<file path="src/rtl/ioctl_load_router.sv">
`default_nettype none
// ============================================================================
//  Module      : ioctl_load_router
//  Description : Routes the hps_io ioctl download stream into NREG contiguous
//                ROM regions with rebased addresses and per-region strobes,
//                captures DIP switch bytes, and sequences the core reset
//                around ROM loads.
//  Revision    : 1.0 - initial release
// ============================================================================
module ioctl_load_router #(
    parameter int                     ADDR_W      = 25,
    parameter int                     DATA_W      = 8,
    parameter int                     NREG        = 4,
    parameter int                     REG_AW      = 17,
    parameter logic [NREG*32-1:0]     BOUNDS      = {32'd65536, 32'd32768, 32'd16384, 32'd8192},
    parameter logic [7:0]             ROM_INDEX   = 8'd0,
    parameter logic [7:0]             DIP_INDEX   = 8'd254,
    parameter int                     DIP_BYTES   = 8,
    parameter logic [DIP_BYTES*8-1:0] DIP_DEFAULT = '0,
    parameter int                     HOLD_CYCLES = 16
) (
    input  logic                   clk_sys,
    input  logic                   reset_n,
    input  logic                   ioctl_download,
    input  logic [7:0]             ioctl_index,
    input  logic                   ioctl_wr,
    input  logic [ADDR_W-1:0]      ioctl_addr,
    input  logic [DATA_W-1:0]      ioctl_dout,
    output logic [NREG-1:0]        dl_wr,
    output logic [REG_AW-1:0]      dl_addr,
    output logic [DATA_W-1:0]      dl_data,
    output logic [NREG-1:0]        region_done,
    output logic [DIP_BYTES*8-1:0] dip_out,
    output logic                   dip_valid,
    output logic                   core_reset,
    output logic                   rom_loading,
    output logic                   overflow
);

    // Comparison width wide enough for both the ioctl address and 32-bit bounds
    localparam int CMP_W  = (ADDR_W > 32) ? ADDR_W : 32;
    localparam int CNT_W  = (HOLD_CYCLES > 1) ? $clog2(HOLD_CYCLES) : 1;
    localparam int DIP_AW = (DIP_BYTES > 1) ? $clog2(DIP_BYTES) : 1;
    localparam logic [CNT_W-1:0] C_HOLD_LOAD = CNT_W'(HOLD_CYCLES - 1);

    typedef enum logic [1:0] {
        ST_BOOT = 2'd0,
        ST_LOAD = 2'd1,
        ST_HOLD = 2'd2,
        ST_RUN  = 2'd3
    } state_t;

    state_t                   state_q, state_d;
    logic [CNT_W-1:0]         cnt_q, cnt_d;
    logic                     dl_prev_q;
    logic                     core_reset_q;

    logic [NREG-1:0]          dl_wr_q, dl_wr_d;
    logic [REG_AW-1:0]        dl_addr_q, dl_addr_d;
    logic [DATA_W-1:0]        dl_data_q, dl_data_d;
    logic [NREG-1:0]          region_done_q, region_done_d;
    logic                     overflow_q, overflow_d;
    logic [DIP_BYTES*8-1:0]   dip_q, dip_d;
    logic                     dip_valid_q, dip_valid_d;

    logic                     w_rom_idx;
    logic                     w_rom_rise;
    logic                     w_rom_wr;
    logic                     w_enter_load;
    logic                     w_dip_we;
    logic [CMP_W-1:0]         w_addr_ext;
    logic [CMP_W-1:0]         w_lo;
    logic [CMP_W-1:0]         w_hi;
    logic [CMP_W-1:0]         w_base;
    logic [NREG-1:0]          w_hit;
    logic [NREG-1:0]          w_last;
    logic                     w_ovf;

    // A download start is only a new load when the ROM index is present at the rise.
    // Bytes are accepted only inside a load (or in its rise cycle), so a stream that
    // was already running across a reset stays ignored until the next clean rise.
    assign w_rom_idx    = (ioctl_index == ROM_INDEX);
    assign w_rom_rise   = ioctl_download & ~dl_prev_q & w_rom_idx;
    assign w_rom_wr     = ioctl_wr & ioctl_download & w_rom_idx &
                          ((state_q == ST_LOAD) | w_rom_rise);
    assign w_enter_load = (state_d == ST_LOAD) && (state_q != ST_LOAD);
    assign w_dip_we     = ioctl_wr & (ioctl_index == DIP_INDEX) &
                          (ioctl_addr < ADDR_W'(DIP_BYTES));
    assign w_addr_ext   = CMP_W'(ioctl_addr);

    // Region decode: walk the ascending bounds, each region starting at the previous bound
    always_comb begin
        w_hit  = '0;
        w_last = '0;
        w_base = '0;
        w_lo   = '0;
        w_hi   = '0;
        for (int i = 0; i < NREG; i++) begin
            w_hi = CMP_W'(BOUNDS[32*i +: 32]);
            if ((w_addr_ext >= w_lo) && (w_addr_ext < w_hi)) begin
                w_hit[i]  = 1'b1;
                w_last[i] = (w_addr_ext == (w_hi - 1'b1));
                w_base    = w_lo;
            end
            w_lo = w_hi;
        end
        // After the walk w_lo holds the top bound of the last region
        w_ovf = (w_addr_ext >= w_lo);
    end

    // Next-state for the routed write port, completion flags and DIP bank
    always_comb begin
        dl_wr_d       = w_rom_wr ? w_hit : '0;
        dl_addr_d     = dl_addr_q;
        dl_data_d     = dl_data_q;
        region_done_d = w_enter_load ? '0 : region_done_q;
        overflow_d    = w_enter_load ? 1'b0 : overflow_q;
        dip_d         = dip_q;
        dip_valid_d   = dip_valid_q;
        if (w_rom_wr && (w_hit != '0)) begin
            // Offset is formed at ioctl width then truncated; oversized regions alias
            dl_addr_d = REG_AW'(ioctl_addr - ADDR_W'(w_base));
            dl_data_d = ioctl_dout;
        end
        // Set of the byte's own region wins over the load-entry clear
        if (w_rom_wr) begin
            region_done_d = region_done_d | w_last;
            overflow_d    = overflow_d | w_ovf;
        end
        if (w_dip_we) begin
            for (int k = 0; k < DIP_BYTES; k++) begin
                if (ioctl_addr[DIP_AW-1:0] == DIP_AW'(k)) begin
                    dip_d[8*k +: 8] = ioctl_dout[7:0];
                end
            end
            dip_valid_d = 1'b1;
        end
    end

    // Datapath registers
    always_ff @(posedge clk_sys or negedge reset_n) begin
        if (!reset_n) begin
            dl_wr_q       <= '0;
            dl_addr_q     <= '0;
            dl_data_q     <= '0;
            region_done_q <= '0;
            overflow_q    <= 1'b0;
            dip_q         <= DIP_DEFAULT;
            dip_valid_q   <= 1'b0;
        end else begin
            dl_wr_q       <= dl_wr_d;
            dl_addr_q     <= dl_addr_d;
            dl_data_q     <= dl_data_d;
            region_done_q <= region_done_d;
            overflow_q    <= overflow_d;
            dip_q         <= dip_d;
            dip_valid_q   <= dip_valid_d;
        end
    end

    // Load sequencer next-state: BOOT/RUN wait for a ROM load, HOLD stretches reset
    always_comb begin
        state_d = state_q;
        cnt_d   = cnt_q;
        case (state_q)
            ST_BOOT, ST_RUN: begin
                if (w_rom_rise) begin
                    state_d = ST_LOAD;
                end
            end
            ST_LOAD: begin
                if (!ioctl_download) begin
                    state_d = ST_HOLD;
                    cnt_d   = C_HOLD_LOAD;
                end
            end
            ST_HOLD: begin
                if (w_rom_rise) begin
                    state_d = ST_LOAD;
                end else if (cnt_q == '0) begin
                    state_d = ST_RUN;
                end else begin
                    cnt_d = cnt_q - 1'b1;
                end
            end
            default: state_d = ST_BOOT;
        endcase
    end

    // Sequencer registers; core_reset rises with entry into LOAD and falls one clock
    // after the sequencer settles in RUN, so the release lands HOLD_CYCLES+1 after
    // the download is seen low. The download register powers up high so a stream
    // still running out of reset is not mistaken for a fresh start.
    always_ff @(posedge clk_sys or negedge reset_n) begin
        if (!reset_n) begin
            state_q      <= ST_BOOT;
            cnt_q        <= '0;
            dl_prev_q    <= 1'b1;
            core_reset_q <= 1'b1;
        end else begin
            state_q      <= state_d;
            cnt_q        <= cnt_d;
            dl_prev_q    <= ioctl_download;
            core_reset_q <= (state_d != ST_RUN) || (state_q != ST_RUN);
        end
    end

    assign dl_wr       = dl_wr_q;
    assign dl_addr     = dl_addr_q;
    assign dl_data     = dl_data_q;
    assign region_done = region_done_q;
    assign overflow    = overflow_q;
    assign dip_out     = dip_q;
    assign dip_valid   = dip_valid_q;
    assign core_reset  = core_reset_q;
    assign rom_loading = (state_q == ST_LOAD);

endmodule
`default_nettype wire

</file>
<file path="config.mk">
export PLATFORM = sky130hd
export DESIGN_NAME = ioctl_load_router
export DESIGN_NICKNAME = d
export VERILOG_FILES = /design/src/rtl/ioctl_load_router.sv
export SDC_FILE = /design/constraint.sdc
export NUM_CORES = 1
export LEC_CHECK = 0
export BUFFER_PORTS_ARGS = -buffer_cell sky130_fd_sc_hd__buf_2
export CAP_MARGIN = 30
export CELL_PAD_IN_SITES_DETAIL_PLACEMENT = 1
export CELL_PAD_IN_SITES_GLOBAL_PLACEMENT = 1
export CORE_MARGIN = 2
export CORE_UTILIZATION = 40
export CTS_BUF_LIST = sky130_fd_sc_hd__clkbuf_2 sky130_fd_sc_hd__clkbuf_4 sky130_fd_sc_hd__clkbuf_8
export DETAILED_ROUTE_END_ITERATION = 6
export PLACE_DENSITY_LB_ADDON = 0.1
export SYNTH_ARGS = -nofsm -noshare
export SYNTH_HDL_FRONTEND = slang
export SYNTH_SLANG_ARGS = --single-unit
</file>
<file path="constraint.sdc">
create_clock -name clk_sys -period 2.3 [get_ports clk_sys]
set_input_delay 0.23 -clock clk_sys [delete_from_list [all_inputs] [get_ports clk_sys]]
set_output_delay 0.23 -clock clk_sys [all_outputs]
set_load 0.02 [all_outputs]
</file>
**Word-level counts from Yosys, hierarchy flattened**

Index checks and enable logic that the tools add are counted.

- Add/sub/neg operators: 2
- Magnitude comparators: 10
- Equality and inequality tests: 22
- Muxes and demuxes: 25
- Bitwise logic cells: 11
- Reduce and logical (&&, ||, !) cells: 23

Operator list:

| kind | count |
|---|---|
| 17-bit two-way mux | 2 |
| 25-bit by 13-bit == test with 1-bit output, second input constant | 1 |
| 25-bit by 14-bit == test with 1-bit output, second input constant | 1 |
| 25-bit by 15-bit == test with 1-bit output, second input constant | 1 |
| 25-bit by 16-bit == test with 1-bit output, second input constant | 1 |
| 25-bit by 1-bit greater-or-equal comparator with 1-bit output, second input constant | 1 |
| 25-bit by 14-bit greater-or-equal comparator with 1-bit output, second input constant | 1 |
| 25-bit by 15-bit greater-or-equal comparator with 1-bit output, second input constant | 1 |
| 25-bit by 16-bit greater-or-equal comparator with 1-bit output, second input constant | 1 |
| 25-bit by 17-bit greater-or-equal comparator with 1-bit output, second input constant | 1 |
| 25-bit by 14-bit < comparator with 1-bit output, second input constant | 1 |
| 25-bit by 15-bit < comparator with 1-bit output, second input constant | 1 |
| 25-bit by 16-bit < comparator with 1-bit output, second input constant | 1 |
| 25-bit by 17-bit < comparator with 1-bit output, second input constant | 1 |
| 25-bit by 4-bit < comparator with 1-bit output, second input constant | 1 |
| 4-bit two-way mux | 6 |
| 17-bit subtractor | 1 |
| 2-bit AND reduction | 8 |
| 14-bit two-way mux | 1 |
| 3-bit == test, second input constant | 4 |
| 1-bit two-way mux | 10 |
| 2-bit != test, second input constant | 5 |
| 8-bit == test, second input constant | 1 |
| 8-bit zero test | 1 |
| other kinds (22) | 40 |

- Flip-flop bits (word level): 107

**Logic depth before layout (Yosys ltp)**

Gate-level depths: netlist of run 1.

- Depth after elaboration: 10
- Depth in mapped cells: 9

**Least setup slack after synthesis of run 1**

No wires, ideal clock.

- Path type: register to register
- Start point: register state_q[1]
- End point: register dl_addr_q[10] (netlist: dl_addr[10])
- Library setup time: 0.125 ns
- Data arrival time: 2.002 ns
- Required time: 2.175 ns
- Slack: 0.173 ns
- Cell stages (with the launch flop): 7
- Period minus slack after synthesis: 2.127 ns
- Path through: dfrtp_1 inv_1 ha_1 o21ai_0 nor4_4 buf_2 mux2_2

- Word-level cells in the longest chain between the ends: 4

RTL lines:

| what | RTL line | RTL |
|---|---|---|
| start, declared | 53 | `state_t state_q, state_d;` |
| start signal, assigned | 201 | `state_q <= state_d;` |
| 2-bit by 1-bit == test with 1-bit output | - |  |
| via rom_loading | 36 | `output logic rom_loading,` |
| 1-bit bitwise OR | 85 | `((state_q == ST_LOAD) \| w_rom_rise);` |
| 1-bit AND | 84 | `assign w_rom_wr = ioctl_wr & ioctl_download & w_rom_idx &` |
| 1-bit logical AND | 120 | `if (w_rom_wr && (w_hit != '0)) begin` |
| end signal, assigned | 152 | `dl_addr_q <= dl_addr_d;` |
| end, declared | 59 | `logic [REG_AW-1:0] dl_addr_q, dl_addr_d;` |

The timed path passes the listed nets, and every way through them passes these cells.
A chain may end at the register's enable or synchronous reset.

**Worst setup path after layout of run 1**

- Start point: register state_q[0]
- End point: register region_done_q[0] (netlist: region_done[0])

- Word-level cells in the longest chain between the ends: 8
- Elaborated cells on any way between the ends: 18

RTL lines:

| what | RTL line | RTL |
|---|---|---|
| 2-bit == test / 2-bit zero test (equally long branches) | 165 | `case (state_q)` |
| 2-bit OR reduction | 165 |  |
| 2-bit case mux with 3 select lines * | 165 |  |
| via state_d[1] | 53 |  |
| 2-bit by 1-bit == test with 1-bit output * | 86 | `assign w_enter_load = (state_d == ST_LOAD) && (state_q != ST_LOAD);` |
| 1-bit logical AND * | 86 |  |
| 4-bit two-way mux * | 116 | `region_done_d = w_enter_load ? '0 : region_done_q;` |
| 4-bit bitwise OR | 127 | `region_done_d = region_done_d \| w_last;` |
| 4-bit two-way mux * | 126 | `if (w_rom_wr) begin` |
| via region_done_d[0] | 61 | `logic [NREG-1:0] region_done_q, region_done_d;` |
| end signal, assigned | 154 | `region_done_q <= region_done_d;` |
| end, declared | 61 |  |

Mark *: on every way through the listed nets, which the timed path passes. The rest lies on a longest branch.

==> flow_metrics.tcl, run 1 <==
set metrics [dict create \
    outcome "completed" \
    clkTransAtPathRegs_ns 0.09 \
    seq_area_frac_synth_pct 59.7 \
    post_route_cells_drive_above_1_share_pct 56.8 \
    cts_root_cell "sky130_fd_sc_hd__clkbuf_8" \
    cp_cell_sequence "inv_1 > ha_2 > or2_2 > o21ai_0 > o21ai_0 > nand3b_1 > a22o_1" \
    design.core.area_um2 10900 \
    endpoint_kind "register" \
    crit_end "region_done[0]" \
    drt_first_iter_violations 46 \
    die_area_um2 12100 \
    achievable-frequency_ghz 0.471 \
    grt_start_max_net_pins 63 \
    fin_skew_ns 0.0115 \
    fin_nets 524 \
    worst_setup_path_start_kind "register" \
    num_antenna_cells 0 \
    power-per-cell-area_nw_per_um2 585 \
    mappedNetlistNets 365 \
    final.fill_count 1168 \
    rrSetupSlack_ns 0.18 \
    drc 0 \
    gp_congestion 0.758 \
    postRouteAntennaNets 0 \
    numCtsBuffers 9 \
    place_ws_ns -0.0965 \
    dr_total_vias 3097 \
    layout-area-overhead-vs-synth_pct 26.2 \
    dr_wl_met3_um 559 \
    design_power_total_mw 3.32 \
    arrival_time_at_the_worst_endpoint_ns 2.38 \
    dominantRegCellSynth "sky130_fd_sc_hd__dfrtp_1" \
    port_buffers 145 \
    h-tree-depth 3 \
    worst_slew_pin_slew_ns 0.507 \
    synth_instances 312 \
    yosysUniqueCellTypes 49 \
    cp_data_required_time_ns 2.56 \
    vdd_ir_drop_max_mv 0.281 \
    dp_hpwl_um 8600 \
    path_buf_inv 1 \
    die_w_um 110 \
    globalRoute.totalOverflow 0 \
    min_period_over_period_pct 92.3 \
    wl_met1_um 5230 \
    synthArstFlopShare_pct 100 \
    fin_crit_ns 2.12 \
    syn-mean-instance-area_um2 14.4 \
    clock_tree_buf_depth 2 \
    detail_route.wl_per_cell_um 18.6 \
    routed_via_count_divided_by_cell_count 5.04 \
    syn_area_um2 4490 \
    crit_top_cell "sky130_fd_sc_hd__o21ai_0" \
    die-height_um 110 \
    slew_viol_final 0 \
    layout_common_cells "144 x sky130_fd_sc_hd__buf_2, 105 x sky130_fd_sc_hd__dfrtp_1, 84 x sky130_fd_sc_hd__mux2_2" \
    met2_wirelength_um 5470 \
    clock_sinks 107 \
    fin_tns_setup_ns 0 \
    ys_warn_count 0 \
    cap_violations 0 \
    min_path_type "input pin to register" \
    tritoncts "built" \
    finalWorstSetupSlack_ns 0.177 \
    maxSlewHeadroom_pct 65.8 \
    cp_depth 7 \
    rows 38 \
    mostFrequentLayoutCell "sky130_fd_sc_hd__buf_2" \
    static-leakage-power_nw 3.18 \
    rsz0062_at_grt "no" \
    timing.reg2reg.worst_path_depth 7 \
    crit_path_max_incr_delay_ns 0.42 \
    grt_first_pass_wirelength_um 17900 \
    slowest_stage "sky130_fd_sc_hd__dfrtp_1" \
    insertion_delay_ns 0.36 \
    route.final.wire_length_um 11400 \
    finalSetupViolCount 0 \
    finish.utilization_pct 52.1 \
    uppermost_signal_routing_layer_after_detailed_routing "met4" \
    drtPass1Iterations 3 \
    synth_enable_flop_cells 0 \
    grt.total_usage_pct 19.7 \
    floorplan.initialDensity_pct 41.2 \
    first_global_vias 3330 \
    timing.critical_path.from "state_q[0]" \
    hold_viol 0 \
    cpLargestDelayFamily "simple AND/OR/NAND/NOR gates" \
    synth.ff_latch_count 107 \
    num_io_pins 146 \
    timing_worst_setup_path_type "register to register" \
    r2r_start "state_q[0]" \
    timing.hold.worst_path_depth 1 \
    worst_r2r_endpoint "region_done[0]" \
    antenna_found_initial 0 \
    worst-path-max-fanout 5 \
]
## worst min-delay path by stage
| stage | startpoint | end | slack, ns |
|---|---|---|---|
| 2_1_floorplan | reset_n | cnt_q[0] | -0.07 |
| 3_3_place_gp | reset_n | region_done[2] | 0.12 |
| 3_5_place_dp | reset_n | region_done[2] | 0.12 |
| 4_1_cts | ioctl_download | dl_prev_q | 0.02 |
| 5_1_grt | ioctl_download | dl_prev_q | 0.03 |
| 6_report | ioctl_download | dl_prev_q | 0.04 |
## cell type report
type | instances | area (um2) | area share [%]
flip-flops and latches | 107 | 2680 | 47.3
multi-input cells | 184 | 1740 | 30.6
repair buffers | 155 | 856 | 15.1
well taps | 140 | 175 | 3.09
clock buffers | 11 | 145 | 2.56
inverters | 14 | 52.6 | 0.927
clock inverters | 3 | 25.0 | 0.441
## timing repair
action | 4_1_cts | 5_1_grt
buffers inserted | 0 | 0
hold buffers | 1 | 0
gates resized for setup | 0 | 2
hold endpoints to repair | 16 | 0
endpoints found under the setup margin | 0 | 5
## metrics by stage
stage	cells	hold WS [ns]	area [um2]
floorplan	312	-0.0656	4490
CTS	614	0.0239	5660
finish	614	0.0375	5670
global placement	599	0.117	5480
global route	614	0.0253	5670
detailed placement	599	0.121	5480
## per-layer routing
metal	track usage, %	vias up
met3	3.68	12
met4	6.51	0
met2	31.8	78
li1	-	1435
met5	0	-
met1	26.9	1572
## logic make-up (layout without fill, tap and decap cells)
family | after synthesis | count (layout) | share of synthesized area, %
flip-flops | 107 | 107 | 59.7
multiplexers | 88 | 88 | 22.0
AND/OR/NAND/NOR | 63 | 63 | 9.89
AO/OA/AOI/OAI | 22 | 22 | 3.57
buffers and inverters | 21 | 183 | 1.87
adder cells (fa/ha/maj) | 8 | 8 | 2.40
XOR/XNOR | 3 | 3 | 0.585
## flip-flops by register name (all words and copies together), names as in the netlist
| name | flops |
|---|---|
| overflow | 1 |
| dip_valid | 1 |
| dip_out | 64 |
| core_reset | 1 |
| dl_addr | 17 |
| cnt_q | 4 |
| dl_prev_q | 1 |
| region_done | 4 |
| dl_wr | 4 |
| dl_data | 8 |
| state_q | 2 |
## where the power goes
part	switching (mW)	internal, mW
sequential	0.0366	1.91
clock	0.627	0.431
combinational	0.195	0.111
total	0.859	2.46
## cells in the mapped netlist, types with 2 or more instances
cell type,n,share of area [%]
sky130_fd_sc_hd__nand2_1,6,0.50
sky130_fd_sc_hd__buf_2,4,0.45
sky130_fd_sc_hd__a22o_1,2,0.39
sky130_fd_sc_hd__clkbuf_1,3,0.25
sky130_fd_sc_hd__or3_1,2,0.28
sky130_fd_sc_hd__and4b_1,2,0.45
sky130_fd_sc_hd__nor3_1,4,0.45
sky130_fd_sc_hd__xnor2_1,3,0.59
sky130_fd_sc_hd__nand2b_1,2,0.28
sky130_fd_sc_hd__nand3b_2,2,0.50
sky130_fd_sc_hd__dfstp_2,2,1.2
sky130_fd_sc_hd__nand4_1,2,0.28
sky130_fd_sc_hd__o21ai_0,3,0.33
sky130_fd_sc_hd__ha_1,7,2.0
sky130_fd_sc_hd__a211oi_1,2,0.33
sky130_fd_sc_hd__and3_1,4,0.56
sky130_fd_sc_hd__nor3b_4,2,0.84
sky130_fd_sc_hd__a21oi_1,5,0.56
sky130_fd_sc_hd__dfrtp_1,105,59
sky130_fd_sc_hd__mux2i_1,2,0.45
sky130_fd_sc_hd__inv_1,14,1.2
sky130_fd_sc_hd__a32o_1,2,0.45
sky130_fd_sc_hd__mux2_2,84,21
sky130_fd_sc_hd__and4_1,2,0.39
sky130_fd_sc_hd__mux2_1,2,0.50
sky130_fd_sc_hd__a221o_1,2,0.45
sky130_fd_sc_hd__nor4_1,4,0.56
sky130_fd_sc_hd__nor2_1,14,1.2
sky130_fd_sc_hd__nand3_1,4,0.45
No activity file was read; power rests on OpenSTA's default activity.
==> run 2: changes to the inputs <==
Settings changed: MAX_ROUTING_LAYER set to met4.
==> flow_metrics.tcl, run 2 (same netlist as run 1, synthesis figures left out) <==
set metrics [dict create \
    outcome "completed" \
    dr_total_vias 3097 \
    routed_via_count_divided_by_cell_count 5.04 \
    fin_tns_setup_ns 0 \
    power-per-cell-area_nw_per_um2 584 \
    achievable-frequency_ghz 0.471 \
    die_w_um 110 \
    drt_first_iter_violations 60 \
    floorplan.initialDensity_pct 41.2 \
    rsz0062_at_grt "no" \
    min_path_type "input pin to register" \
    clock_sinks 107 \
    grt.total_usage_pct 20.3 \
    h-tree-depth 3 \
    cts_root_cell "sky130_fd_sc_hd__clkbuf_8" \
    timing_worst_setup_path_type "register to register" \
    worst-path-max-fanout 5 \
    largest_register_ffs 64 \
    globalRoute.totalOverflow 0 \
    tritoncts "built" \
    gp_congestion 0.768 \
    fin_skew_ns 0.0106 \
    worst_setup_path_start_kind "register" \
    layout_common_cells "144 x sky130_fd_sc_hd__buf_2, 105 x sky130_fd_sc_hd__dfrtp_1, 84 x sky130_fd_sc_hd__mux2_2" \
    min_period_over_period_pct 92.3 \
    endpoint_kind "register" \
    maxSlewHeadroom_pct 65.8 \
    cap_violations 0 \
    final.fill_count 1168 \
    drtPass1Iterations 3 \
    port_buffers 145 \
    arrival_time_at_the_worst_endpoint_ns 2.38 \
    dp_hpwl_um 8600 \
    finalWorstSetupSlack_ns 0.177 \
    vdd_ir_drop_max_mv 0.281 \
    clkTransAtPathRegs_ns 0.09 \
    numCtsBuffers 9 \
    grt_start_max_net_pins 63 \
    detail_route.wl_per_cell_um 18.6 \
    route.final.wire_length_um 11400 \
    clock_tree_buf_depth 2 \
    hold_viol 0 \
    worst_slew_pin_slew_ns 0.507 \
    layout-area-overhead-vs-synth_pct 26.2 \
    postRouteAntennaNets 0 \
    num_io_pins 146 \
    fin_crit_ns 2.12 \
    rows 38 \
    design.core.area_um2 10900 \
    drc 0 \
    post_route_cells_drive_above_1_share_pct 56.8 \
    slew_viol_final 0 \
    die_area_um2 12100 \
    finalSetupViolCount 0 \
    die-height_um 110 \
    num_antenna_cells 0 \
    grt_first_pass_wirelength_um 17900 \
    first_global_vias 3327 \
    fin_nets 524 \
    mostFrequentLayoutCell "sky130_fd_sc_hd__buf_2" \
    static-leakage-power_nw 3.18 \
    place_ws_ns -0.0965 \
    insertion_delay_ns 0.36 \
    antenna_found_initial 0 \
    cp_data_required_time_ns 2.56 \
]
==> run 2: cell counts in the layout (fill, tap and decap cells not counted) <==
Identical to the previous run, type by type.
==> run 2: per-layer routing <==
metal	vias up	GRT usage, %	wire, um
met5	-	-	0
met4	0	6.51	149
met3	13	3.38	532
met2	78	31.8	5470
met1	1572	27.1	5240
li1	1434	-	-
==> run 2: timing repair <==
action | in CTS | in global routing
gates resized for setup | 0 | 2
setup endpoints to repair | 0 | 5
hold endpoints to repair | 16 | 0
setup buffers | 0 | 0
hold buffers | 1 | 0
==> run 2: worst max-delay path, stage by stage, from the launching register on <==
cell and delay [ns]:
sky130_fd_sc_hd__dfrtp_1 0.42, sky130_fd_sc_hd__inv_1 0.09, sky130_fd_sc_hd__ha_2 0.30, sky130_fd_sc_hd__or2_2 0.31
sky130_fd_sc_hd__o21ai_0 0.08, sky130_fd_sc_hd__o21ai_0 0.16, sky130_fd_sc_hd__nand3b_1 0.34, sky130_fd_sc_hd__a22o_1 0.31
==> run 2: cell type report <==
| type | count | area, um2 | share of cell area [%] |
|---|---|---|---|
| inverter | 14 | 52.6 | 0.927 |
| multi-input combinational | 184 | 1740 | 30.6 |
| clock buffer | 11 | 145 | 2.56 |
| timing repair buffer | 155 | 856 | 15.1 |
| clock inverter | 3 | 25.0 | 0.441 |
| sequential | 107 | 2680 | 47.3 |
| tap | 140 | 175 | 3.09 |
==> run 2: path summary, 6_finish.rpt <==
| check | cells after the start | from | slack (ns) | end |
|---|---|---|---|---|
| max | 7 | state_q[0] | 0.18 | region_done[0] |
| min | 1 | ioctl_download | 0.04 | dl_prev_q |
| max reg2reg | 7 | state_q[0] | 0.18 | region_done[0] |
| min reg2reg | 1 | dip_valid | 0.48 | dip_valid |
| max in group asynchronous | 3 | reset_n | 1.35 | dl_prev_q |
| min in group asynchronous | 2 | reset_n | 0.27 | region_done[3] |
==> run 2: metrics by stage <==
step           area, um2  hold slack (ns)  total power, mW  utilization, %  std cells
3_3_place_gp        5480            0.117             2.27            50.3        599
6_report            5670           0.0375             3.31            52.1        614
3_5_place_dp        5480            0.121             2.29            50.3        599
2_1_floorplan       4490          -0.0656             2.12               -        312
4_1_cts             5660           0.0239             3.35            52.0        614
5_1_grt             5670           0.0253             3.47            52.1        614
==> run 2: report_power, final <==
part	leakage [nW]	total [mW]	switching [mW]	internal, mW
clock network	0.0853	1.06	0.624	0.431
logic	1.63	0.307	0.195	0.111
registers	1.46	1.95	0.0366	1.91
